## config.mk

```make
export PLATFORM = sky130hd
export DESIGN_NAME = addsub_mp_flat
export DESIGN_NICKNAME = d
export VERILOG_FILES = /design/src/rtl/addsub_mp_if.sv /design/src/rtl/addsub_mp.sv /design/src/flat_wrapper.sv
export SDC_FILE = /design/constraint.sdc
export NUM_CORES = 1
export LEC_CHECK = 0
export CAP_MARGIN = 30
export CORE_ASPECT_RATIO = 0.7
export CORE_MARGIN = 4
export CORE_UTILIZATION = 45
export DETAILED_ROUTE_END_ITERATION = 16
export PLACE_DENSITY_LB_ADDON = 0.3
export SYNTH_ARGS = -nofsm -noshare
export SYNTH_HDL_FRONTEND = slang
export SYNTH_SLANG_ARGS = --single-unit
```

## constraint.sdc

```tcl
create_clock -name clk -period 8.2 [get_ports clk]
set_input_delay 1.23 -clock clk [delete_from_list [all_inputs] [get_ports clk]]
set_output_delay 1.23 -clock clk [all_outputs]
set_load 0.005 [all_outputs]
```

## src/rtl/addsub_mp_if.sv

```systemverilog
// ---------------------------------------------------------------------------
// addsub_mp_if
// Handshake and operand/result bundle for the multi-precision adder/subtractor.
//
// Parameters:
//   DBW    - chunk width in bits
//   NCHUNK - number of chunks; full operand width W = DBW*NCHUNK
//
// Signals:
//   start        request a new operation (sampled only when the unit is idle/done)
//   op           0 = add, 1 = subtract
//   dec          1 = BCD arithmetic (only meaningful when DECIMAL_EN is compiled in)
//   ci           carry in; for subtract, 1 = no borrow in
//   a, b         W-bit operands
//   busy         high while chunks are being computed
//   done         single-cycle completion strobe
//   o            W-bit result
//   co, v, z, n  carry out, signed overflow, zero, negative flags
//
// Modports:
//   master - the requester (drives start/op/dec/ci/a/b)
//   slave  - the arithmetic unit
// ---------------------------------------------------------------------------
interface addsub_mp_if #(
    parameter int DBW    = 8,
    parameter int NCHUNK = 4
);
    localparam int W = DBW * NCHUNK;

    logic         start;
    logic         op;
    logic         dec;
    logic         ci;
    logic [W-1:0] a;
    logic [W-1:0] b;
    logic         busy;
    logic         done;
    logic [W-1:0] o;
    logic         co;
    logic         v;
    logic         z;
    logic         n;

    modport master (
        output start, op, dec, ci, a, b,
        input  busy, done, o, co, v, z, n
    );

    modport slave (
        input  start, op, dec, ci, a, b,
        output busy, done, o, co, v, z, n
    );
endinterface

```

## src/rtl/addsub_mp.sv

```systemverilog
// ---------------------------------------------------------------------------
// addsub_mp
// Multi-precision adder/subtractor. A W = DBW*NCHUNK bit add or subtract is
// carried out as NCHUNK sequential DBW-bit chunk operations, least significant
// chunk first, with the carry/borrow chained between chunks. Carry, overflow,
// zero and negative flags are produced when the last chunk is written.
//
// Optional feature (compile-time macro DECIMAL_EN):
//   When defined and dec is latched high, every 4-bit digit is computed in BCD
//   with the digit carry chained across digits and chunks. Without the macro
//   the dec input is ignored and no BCD logic is built.
//
// Ports:
//   clk    - clock, rising edge
//   reset  - synchronous active-high reset; aborts any operation in flight
//   bus    - addsub_mp_if.slave: start/op/dec/ci/a/b in,
//            busy/done/o/co/v/z/n out
//
// Timing: start sampled at edge k -> chunk i written at edge k+1+i ->
// done high in the cycle following edge k+NCHUNK. start is accepted in the
// DONE cycle, so back-to-back operations run every NCHUNK+1 cycles.
// ---------------------------------------------------------------------------
module addsub_mp #(
    parameter int DBW    = 8,
    parameter int NCHUNK = 4
) (
    input  logic         clk,
    input  logic         reset,
    addsub_mp_if.slave   bus
);
    localparam int W  = DBW * NCHUNK;
    localparam int IW = (NCHUNK > 1) ? $clog2(NCHUNK) : 1;

    typedef enum logic [1:0] {
        S_IDLE = 2'd0,
        S_RUN  = 2'd1,
        S_DONE = 2'd2
    } state_t;

    state_t          state_reg;
    state_t          state_next;

    logic [IW-1:0]   idx_reg;
    logic [W-1:0]    a_reg;
    logic [W-1:0]    b_reg;
    logic            op_reg;
    logic            bc_reg;          // binary carry chained between chunks
    logic            co_reg;
    logic            v_reg;
    logic            z_reg;
    logic            n_reg;

    logic            busy_out;
    logic            done_out;
    logic            accept;
    logic            last_chunk;

    logic [DBW-1:0]  a_chunks [NCHUNK];
    logic [DBW-1:0]  b_chunks [NCHUNK];
    logic [W-1:0]    o_all;

    logic [DBW-1:0]  a_ch;
    logic [DBW-1:0]  b_ch;
    logic [DBW-1:0]  b_eff;
    logic [DBW:0]    bin_sum;
    logic [DBW-1:0]  res_ch;
    logic            res_co;
    logic            low_zero;
    logic            v_next;

    // -----------------------------------------------------------------------
    // Per-chunk operand views and result registers
    // -----------------------------------------------------------------------
    generate
        for (genvar gi = 0; gi < NCHUNK; gi++) begin : g_chunk
            logic [DBW-1:0] o_chunk_reg;

            assign a_chunks[gi] = a_reg[gi*DBW +: DBW];
            assign b_chunks[gi] = b_reg[gi*DBW +: DBW];
            assign o_all[gi*DBW +: DBW] = o_chunk_reg;

            always_ff @(posedge clk) begin
                if (reset) begin
                    o_chunk_reg <= '0;
                end else if (state_reg == S_RUN && idx_reg == IW'(gi)) begin
                    o_chunk_reg <= res_ch;
                end
            end
        end
    endgenerate

    // -----------------------------------------------------------------------
    // FSM: state register
    // -----------------------------------------------------------------------
    always_ff @(posedge clk) begin
        if (reset) begin
            state_reg <= S_IDLE;
        end else begin
            state_reg <= state_next;
        end
    end

    assign accept     = bus.start && (state_reg != S_RUN);
    assign last_chunk = (idx_reg == IW'(NCHUNK - 1));

    // FSM: next-state logic
    always_comb begin
        state_next = state_reg;
        case (state_reg)
            S_IDLE:  if (bus.start) state_next = S_RUN;
            S_RUN:   if (last_chunk) state_next = S_DONE;
            S_DONE:  state_next = bus.start ? S_RUN : S_IDLE;
            default: state_next = S_IDLE;
        endcase
    end

    // FSM: outputs
    always_comb begin
        busy_out = 1'b0;
        done_out = 1'b0;
        case (state_reg)
            S_RUN:   busy_out = 1'b1;
            S_DONE:  done_out = 1'b1;
            default: ;
        endcase
    end

    // -----------------------------------------------------------------------
    // Binary chunk adder. Subtract is a + ~b + c, so c = 1 means "no borrow".
    // This path is always active: in decimal mode it still supplies the
    // binary top bit used by the overflow flag.
    // -----------------------------------------------------------------------
    always_comb begin
        a_ch    = a_chunks[idx_reg];
        b_ch    = b_chunks[idx_reg];
        b_eff   = op_reg ? ~b_ch : b_ch;
        bin_sum = {1'b0, a_ch} + {1'b0, b_eff} + {{DBW{1'b0}}, bc_reg};
    end

`ifdef DECIMAL_EN
    localparam int ND = DBW / 4;

    logic           dec_reg;
    logic           dc_reg;           // decimal digit carry chained across chunks
    logic [DBW-1:0] bcd_res;
    logic           bcd_co;

    // Digit-serial BCD chain inside one chunk, least significant digit first.
    always_comb begin : bcd_chain
        logic       c;
        logic [4:0] t;
        logic [3:0] ad;
        logic [3:0] bd;
        logic [3:0] s;
        c       = dc_reg;
        t       = '0;
        ad      = '0;
        bd      = '0;
        s       = '0;
        bcd_res = '0;
        for (int i = 0; i < ND; i++) begin
            ad = a_ch[4*i +: 4];
            bd = b_ch[4*i +: 4];
            if (!op_reg) begin
                t = {1'b0, ad} + {1'b0, bd} + {4'b0000, c};
                if (t > 5'd9) begin
                    s = t[3:0] + 4'd6;
                    c = 1'b1;
                end else begin
                    s = t[3:0];
                    c = 1'b0;
                end
            end else begin
                // t[4] set means the digit borrowed.
                t = {1'b0, ad} - {1'b0, bd} - {4'b0000, ~c};
                if (t[4]) begin
                    s = t[3:0] - 4'd6;
                    c = 1'b0;
                end else begin
                    s = t[3:0];
                    c = 1'b1;
                end
            end
            bcd_res[4*i +: 4] = s;
        end
        bcd_co = c;
    end

    always_comb begin
        res_ch = dec_reg ? bcd_res : bin_sum[DBW-1:0];
        res_co = dec_reg ? bcd_co  : bin_sum[DBW];
    end

    always_ff @(posedge clk) begin
        if (reset) begin
            dec_reg <= 1'b0;
            dc_reg  <= 1'b0;
        end else if (accept) begin
            dec_reg <= bus.dec;
            dc_reg  <= bus.ci;
        end else if (state_reg == S_RUN) begin
            dc_reg  <= bcd_co;
        end
    end
`else
    // dec has no effect in a binary-only build.
    logic unused_dec;
    assign unused_dec = bus.dec;

    always_comb begin
        res_ch = bin_sum[DBW-1:0];
        res_co = bin_sum[DBW];
    end
`endif

    // -----------------------------------------------------------------------
    // Flag computation for the final chunk. Lower chunks are already in the
    // result registers; the top chunk is still on res_ch.
    // -----------------------------------------------------------------------
    always_comb begin
        low_zero = 1'b1;
        for (int i = 0; i < NCHUNK - 1; i++) begin
            if (o_all[i*DBW +: DBW] != '0) low_zero = 1'b0;
        end
        // Overflow always uses the binary top bit, even for BCD results.
        v_next = (op_reg ^ bin_sum[DBW-1] ^ b_reg[W-1]) &
                 (~op_reg ^ a_reg[W-1] ^ b_reg[W-1]);
    end

    // -----------------------------------------------------------------------
    // Operand latch, chunk index, carry chain and flags
    // -----------------------------------------------------------------------
    always_ff @(posedge clk) begin
        if (reset) begin
            idx_reg <= '0;
            a_reg   <= '0;
            b_reg   <= '0;
            op_reg  <= 1'b0;
            bc_reg  <= 1'b0;
            co_reg  <= 1'b0;
            v_reg   <= 1'b0;
            z_reg   <= 1'b0;
            n_reg   <= 1'b0;
        end else if (accept) begin
            idx_reg <= '0;
            a_reg   <= bus.a;
            b_reg   <= bus.b;
            op_reg  <= bus.op;
            bc_reg  <= bus.ci;
        end else if (state_reg == S_RUN) begin
            bc_reg <= bin_sum[DBW];
            if (last_chunk) begin
                idx_reg <= '0;
                co_reg  <= res_co;
                v_reg   <= v_next;
                z_reg   <= low_zero && (res_ch == '0);
                n_reg   <= res_ch[DBW-1];
            end else begin
                idx_reg <= idx_reg + IW'(1);
            end
        end
    end

    assign bus.busy = busy_out;
    assign bus.done = done_out;
    assign bus.o    = o_all;
    assign bus.co   = co_reg;
    assign bus.v    = v_reg;
    assign bus.z    = z_reg;
    assign bus.n    = n_reg;

endmodule

```

## src/flat_wrapper.sv

```systemverilog
// flat-port wrapper written by rule: the top's interface ports become plain ports
module addsub_mp_flat 
#(
    parameter int DBW    = 8,
    parameter int NCHUNK = 4
)
  (clk, reset, bus_start, bus_op, bus_dec, bus_ci, bus_a, bus_b, bus_busy, bus_done, bus_o, bus_co, bus_v, bus_z, bus_n);
  addsub_mp_if #(.DBW(DBW), .NCHUNK(NCHUNK)) bus_i ();
  input  logic clk;
  input  logic reset;
  input wire logic [$bits(bus_i.start)-1:0] bus_start;
  input wire logic [$bits(bus_i.op)-1:0] bus_op;
  input wire logic [$bits(bus_i.dec)-1:0] bus_dec;
  input wire logic [$bits(bus_i.ci)-1:0] bus_ci;
  input wire logic [$bits(bus_i.a)-1:0] bus_a;
  input wire logic [$bits(bus_i.b)-1:0] bus_b;
  output wire logic [$bits(bus_i.busy)-1:0] bus_busy;
  output wire logic [$bits(bus_i.done)-1:0] bus_done;
  output wire logic [$bits(bus_i.o)-1:0] bus_o;
  output wire logic [$bits(bus_i.co)-1:0] bus_co;
  output wire logic [$bits(bus_i.v)-1:0] bus_v;
  output wire logic [$bits(bus_i.z)-1:0] bus_z;
  output wire logic [$bits(bus_i.n)-1:0] bus_n;
  assign bus_i.start = bus_start;
  assign bus_i.op = bus_op;
  assign bus_i.dec = bus_dec;
  assign bus_i.ci = bus_ci;
  assign bus_i.a = bus_a;
  assign bus_i.b = bus_b;
  assign bus_busy = bus_i.busy;
  assign bus_done = bus_i.done;
  assign bus_o = bus_i.o;
  assign bus_co = bus_i.co;
  assign bus_v = bus_i.v;
  assign bus_z = bus_i.z;
  assign bus_n = bus_i.n;
  addsub_mp #(.DBW(DBW), .NCHUNK(NCHUNK)) u_core (.clk(clk), .reset(reset), .bus(bus_i));
endmodule
```

## Word level (Yosys, flattened, before mapping)

Index checks and enable logic that the tools add are counted.

| word-level totals | value |
|---|---|
| register bits | 106 |
| latch bits | 0 |
| bits in writable memories | 0 |
| bits in read-only memories | 0 |
| output and inout port bits | 38 |
| word-level logic and storage cells | 70 |
| memories | 0 |

| cells by class | value |
|---|---|
| $add $sub $neg | 3 |
| $mul | 0 |
| div/mod/pow operators | 0 |
| order comparisons | 1 |
| eq/ne operators | 8 |
| shift-type cells | 0 |
| muxes and demuxes | 19 |
| bitwise logic cells | 9 |
| reduce and logical (&&, ||, !) cells | 16 |

Operators with widths:

| kind | count |
|---|---|
| 8-bit 2-to-1 mux | 5 |
| 8-bit binary-select mux with 2-bit select | 2 |
| 8-bit nonzero test | 3 |
| 8-bit by 8-bit adder with 9-bit output | 1 |
| 9-bit by 1-bit adder with 9-bit output | 1 |
| 8-bit logical NOT | 1 |
| 1-bit 2-to-1 mux | 8 |
| 8-bit inverter | 1 |
| 2-bit equality test (second input constant) | 3 |
| 1-bit logical AND | 6 |
| 2-bit 2-to-1 mux | 3 |
| 2-bit one-hot mux with 3 select lines | 1 |
| 2-bit by 1-bit equality test with 1-bit output (second input constant) | 2 |
| 2-bit logical NOT | 2 |
| 2-bit by 1-bit != test with 1-bit output (second input constant) | 2 |
| 1-bit bitwise XOR | 4 |
| 3-bit >= comparator (second input constant) | 1 |
| 2-bit inverter with 3-bit output | 1 |
| 3-bit AND reduction | 1 |
| 2-bit by 1-bit adder with 2-bit output (second input constant) | 1 |
| 2-bit != test (second input constant) | 1 |
| 1-bit inverter | 2 |
| 2-bit AND reduction | 1 |
| 2-bit nonzero test | 1 |
| 2 further kinds | 2 |

## Longest topological paths before layout

| depth | value |
|---|---|
| depth after elaboration | 11 |
| mapped depth | 12 |

## Least setup slack after synthesis

No wires, ideal clock.

| timing path | value |
|---|---|
| path type | flip-flop to flip-flop |
| from | register u_core.idx_reg[0] |
| to | register u_core.z_reg (netlist: u_core.bus.z) |
| data arrival time | 3.762 ns |
| required time | 8.142 ns |
| path slack | 4.380 ns |
| stages on the path, launching flop included | 13 |
| clock period less this slack | 3.820 ns |
| cell sequence | dfxtp_1 > buf_2 > buf_2 > mux4_2 > xnor2_1 > fa_1 > inv_1 > fa_1 > nor4_1 > nand4_1 > or4_1 > a2111oi_2 > a21o_1 |

| between the ends | value |
|---|---|
| longest elaborated chain between the ends | 10 |

RTL lines:

| element | line | text |
|---|---|---|
| start: declaration | addsub_mp.sv:43 | `logic [IW-1:0] idx_reg;` |
| start signal: assignment | addsub_mp.sv:259 | `idx_reg <= idx_reg + IW'(1);` |
| 2-bit inverter with 3-bit output (implied by the code) (*) | addsub_mp.sv:134, addsub_mp.sv:135 |  |
| 8-bit binary-select mux with 2-bit select | addsub_mp.sv:135 | `b_ch = b_chunks[idx_reg];` |
| 8-bit 2-to-1 mux (implied by the code) (2 in series) | addsub_mp.sv:135 |  |
| 8-bit inverter | addsub_mp.sv:136 | `b_eff = op_reg ? ~b_ch : b_ch;` |
| 8-bit 2-to-1 mux | addsub_mp.sv:136 |  |
| 8-bit by 8-bit adder with 9-bit output (*) | addsub_mp.sv:137 | `bin_sum = {1'b0, a_ch} + {1'b0, b_eff} + {{DBW{1'b0}}, bc_reg};` |
| 9-bit by 1-bit adder with 9-bit output (*) | addsub_mp.sv:137 |  |
| net u_core.bin_sum[1] | addsub_mp.sv:65 | `logic [DBW:0] bin_sum;` |
| 8-bit logical NOT (*) | addsub_mp.sv:256 | `z_reg <= low_zero && (res_ch == '0);` |
| 1-bit logical AND (*) | addsub_mp.sv:256 |  |
| end signal: assignment | addsub_mp.sv:256 |  |
| end: declaration | addsub_mp.sv:50 | `logic z_reg;` |

Mark *: on every way through the listed nets, which the timed path passes. The rest lies on a longest branch. The select of a mux whose other input is x is not followed.
A chain may end at the register's enable or synchronous reset.

## Final worst setup path

| timing path | value |
|---|---|
| from | register u_core.idx_reg[1] |
| to | register u_core.z_reg (netlist: u_core.bus.z) |

| between the ends | value |
|---|---|
| longest elaborated chain between the ends | 10 |

RTL lines:

| element | line |
|---|---|
| 2-bit inverter with 3-bit output (implied by the code) | addsub_mp.sv:134, addsub_mp.sv:135 |
| 8-bit binary-select mux with 2-bit select | addsub_mp.sv:135 |
| 8-bit 2-to-1 mux (implied by the code) (2 in series) | addsub_mp.sv:135 |
| 8-bit inverter | addsub_mp.sv:136 |
| 8-bit 2-to-1 mux | addsub_mp.sv:136 |
| 8-bit by 8-bit adder with 9-bit output | addsub_mp.sv:137 |
| 9-bit by 1-bit adder with 9-bit output | addsub_mp.sv:137 |
| 8-bit logical NOT | addsub_mp.sv:256 |
| 1-bit logical AND | addsub_mp.sv:256 |

Several ways; a longest one is shown, not always the timed one. The select of a mux whose other input is x is not followed.

==> results.md <==
- Post-synth ARST share: 0
- DIE HEIGHT: 93.1 microns
- Fin worst setup slack: 4.23 ns
- Leading register cell type out of synthesis: dfxtp_1
- Status: complete, no violations
- Stages on worst setup path: 11
- Die area: 12100 sq um
- Clk sinks: 106
- Syn_area_per_cell: 8.46 sq um
- Remaining DRCs: 0
- HPWL after detailed placement: 8750 microns
- Clk Tree Root Cell: clkbuf_16
- Remaining global-route overflow: 0
- Hold Path Class: reg2reg
- Synth Register Bits: 106
- Post-CTS Resized: 0
- Total GRT Usage: 0.202
- Peak VDD IR: 0.127 mV
- Max Fclk: 0.252 GHz
- Die Wd: 130 microns
- P_leak: 2.27 nW
- Synthesized area: 4650 sq um
- Req. time, crit path: 8.49 ns
- Area growth syn-to-layout: 31.4%
- Reg2Reg Setup Slack: 4.23 ns
- Critical Path Max Stage Delay: 0.67 ns
- Proportion of layout cells with a drive suffix above 1: 0.0766
- Clock Path Buffers: 2
- Crit Path Class: reg2reg
- CTS tree: done
- Reg2Reg Depth: 11
- RD Place Congestion: 0.833
- Fin crit period: 3.97 ns
- Post-DR wirelength/cell: 15.4 microns
- Placed cell count: 751
- Via count: 4065
- PortBufs: 106
- Vias in the first global route: 3861
- Final #Nets: 718
- Row count: 30
- Mapped Nets: 633
- Core ar.: 9870 sq um
- Worst Setup SP: u_core.idx_reg[1]
- Critical path buffers and inverters: 2
- Max-slew headroom: 0.452
- Unrepaired setup endpoints after global routing: false
- Num CTS Buffers: 9
- Ant diodes: 0
- Worst-path cell chain: buf_4 > mux4_2 > xnor2_1 > fa_1 > inv_1 > fa_1 > xnor2_1 > nand4_1 > or4_1 > a2111oi_2 > a21o_1
- Most frequent cells in the layout: nand2_1 (175), dfxtp_1 (106), clkdlybuf4s50_1 (105)
- Cell count after synthesis: 550
- Final Skew: 0.00795 ns
- Final hold violation count: 0
- Initial antenna violation count: 0
- DRT iter0 DRCs: 304
- Setup TNS: 0 ns
- Largest net degree at the start of global routing: 66
- Setup Viol. Count Final: 0
- Max FO, Critical Path: 11
- Worst r2r src: u_core.idx_reg[1]
- WL final: 11800 microns
- Most common cell after layout, fill and taps aside: nand2_1
- Post-DR vias/cell: 5.29
- Slew @ Worst Pin: 0.816 ns
- Post-CTS Hold Fix Bufs: 0
- Setup crit end kind: flop
- Final Cycle Share: 0.484
- Clock transition at the registers of the reported paths: 0.07 ns
- CP max stage cell: xnor2_1
- Setup crit start kind: flop
- Clk Latency, worst-skew pair: 0.35 ns
- YS warnings: 0
- H-tree Lvls: 3
- PwrDens: 200 nW/um^2
- Setup crit end: u_core.bus.z
- Seq/Total Area, Yosys: 0.456
- Global-route wire length before repair: 19100 microns
- Critical R2R Capture: u_core.bus.z
- Dpl ws: 4.25 ns
- Post-CTS Setup Bufs: 0
- Fin. max-slew vios: 0
- Top delay family on crit path: XOR/XNOR gates
- Post-Route Utilization: 0.619
- Initial Util: 0.471
- Worst path arrival time: 4.27 ns
- Post-synth EDFFs: 0
- Max cap viols: 0
- DR pass1 iterations: 5
- Top-Level Pins: 108
- Post-synthesis cell type count: 46
- Post-route antenna net violation count: 0
- Post-Layout Cell Count: 768
## how the worst min path moves through the flow
stage	slack, ns	start	cells after the start	end
after floorplan	0.43	u_core.a_reg[17]	2	u_core.a_reg[17]
after global placement	0.44	u_core.b_reg[26]	2	u_core.b_reg[26]
after detailed placement	0.44	u_core.b_reg[5]	2	u_core.b_reg[5]
after CTS	0.46	u_core.bus.n	2	u_core.bus.n
after global routing	0.47	u_core.b_reg[9]	2	u_core.b_reg[9]
final	0.45	u_core.bus.n	2	u_core.bus.n
## layout make-up
cell class	instances	area [sq um]
Sequential cell	106	2120
Clock buffer	9	225
Multi-Input combinational cell	397	2350
Fill cell	853	3760
Inverter	10	37.5
Timing Repair Buffer	111	1120
Clock inverter	7	92.6
Tap cell	128	160
## cell families after synthesis
kind of cell	share of synthesized area
multiplexers	0.0818
flip-flops	0.456
adder cells (fa/ha/maj)	0.0382
AND/OR/NAND/NOR	0.204
AO/OA/AOI/OAI	0.158
buffers and inverters	0.0390
XOR/XNOR	0.0226
## metal layers
| metal | global-route usage | vias to the layer above | wire [microns] |
|---|---|---|---|
| met5 | 0 | - | 0 |
| met4 | 0.0502 | 0 | 129 |
| met3 | 0.0537 | 10 | 875 |
| met2 | 0.303 | 133 | 5260 |
| met1 | 0.291 | 1880 | 5560 |
| li1 | - | 2042 | - |
## report_power, final
part / switching (mW) / total (mW) / internal (mW)
Combinational: 0.115 / 0.212 / 0.0973
Clock: 0.187 / 0.454 / 0.267
Sequential: 0.0158 / 0.556 / 0.541
## metrics by stage
| stage | hold slack (ns) | instance area [sq um] | power [mW] |
|---|---|---|---|
| 2_1_floorplan | 0.433 | 4650 | 0.692 |
| 3_3_place_gp | 0.440 | 5750 | 0.771 |
| 3_5_place_dp | 0.444 | 5770 | 0.777 |
| 4_1_cts | 0.455 | 6090 | 1.23 |
| 5_1_grt | 0.473 | 6110 | 1.28 |
| 6_report | 0.452 | 6110 | 1.22 |
## tightest hold or removal path, stage by stage (launching register included)
cell,delay (ns)
dfxtp_1,0.31
nand2_1,0.05
a21oi_1,0.05
## synthesized netlist by cell type (4+ instances only)
master    number  area, sq um
a211oi_1       8         60.1
a21oi_1       94          470
and2_1         5         31.3
buf_2          4         20.0
clkbuf_1      31          116
dfxtp_1      106         2120
ha_1          11          138
inv_1         10         37.5
mux4_2        16          360
nand2_1      176          661
nand3_1        9         45.0
nor2_1        19         71.3
nor4_1         5         31.3
o31ai_1        5         37.5
xor2_1         9         78.8
(Power assumes the default switching activity.)
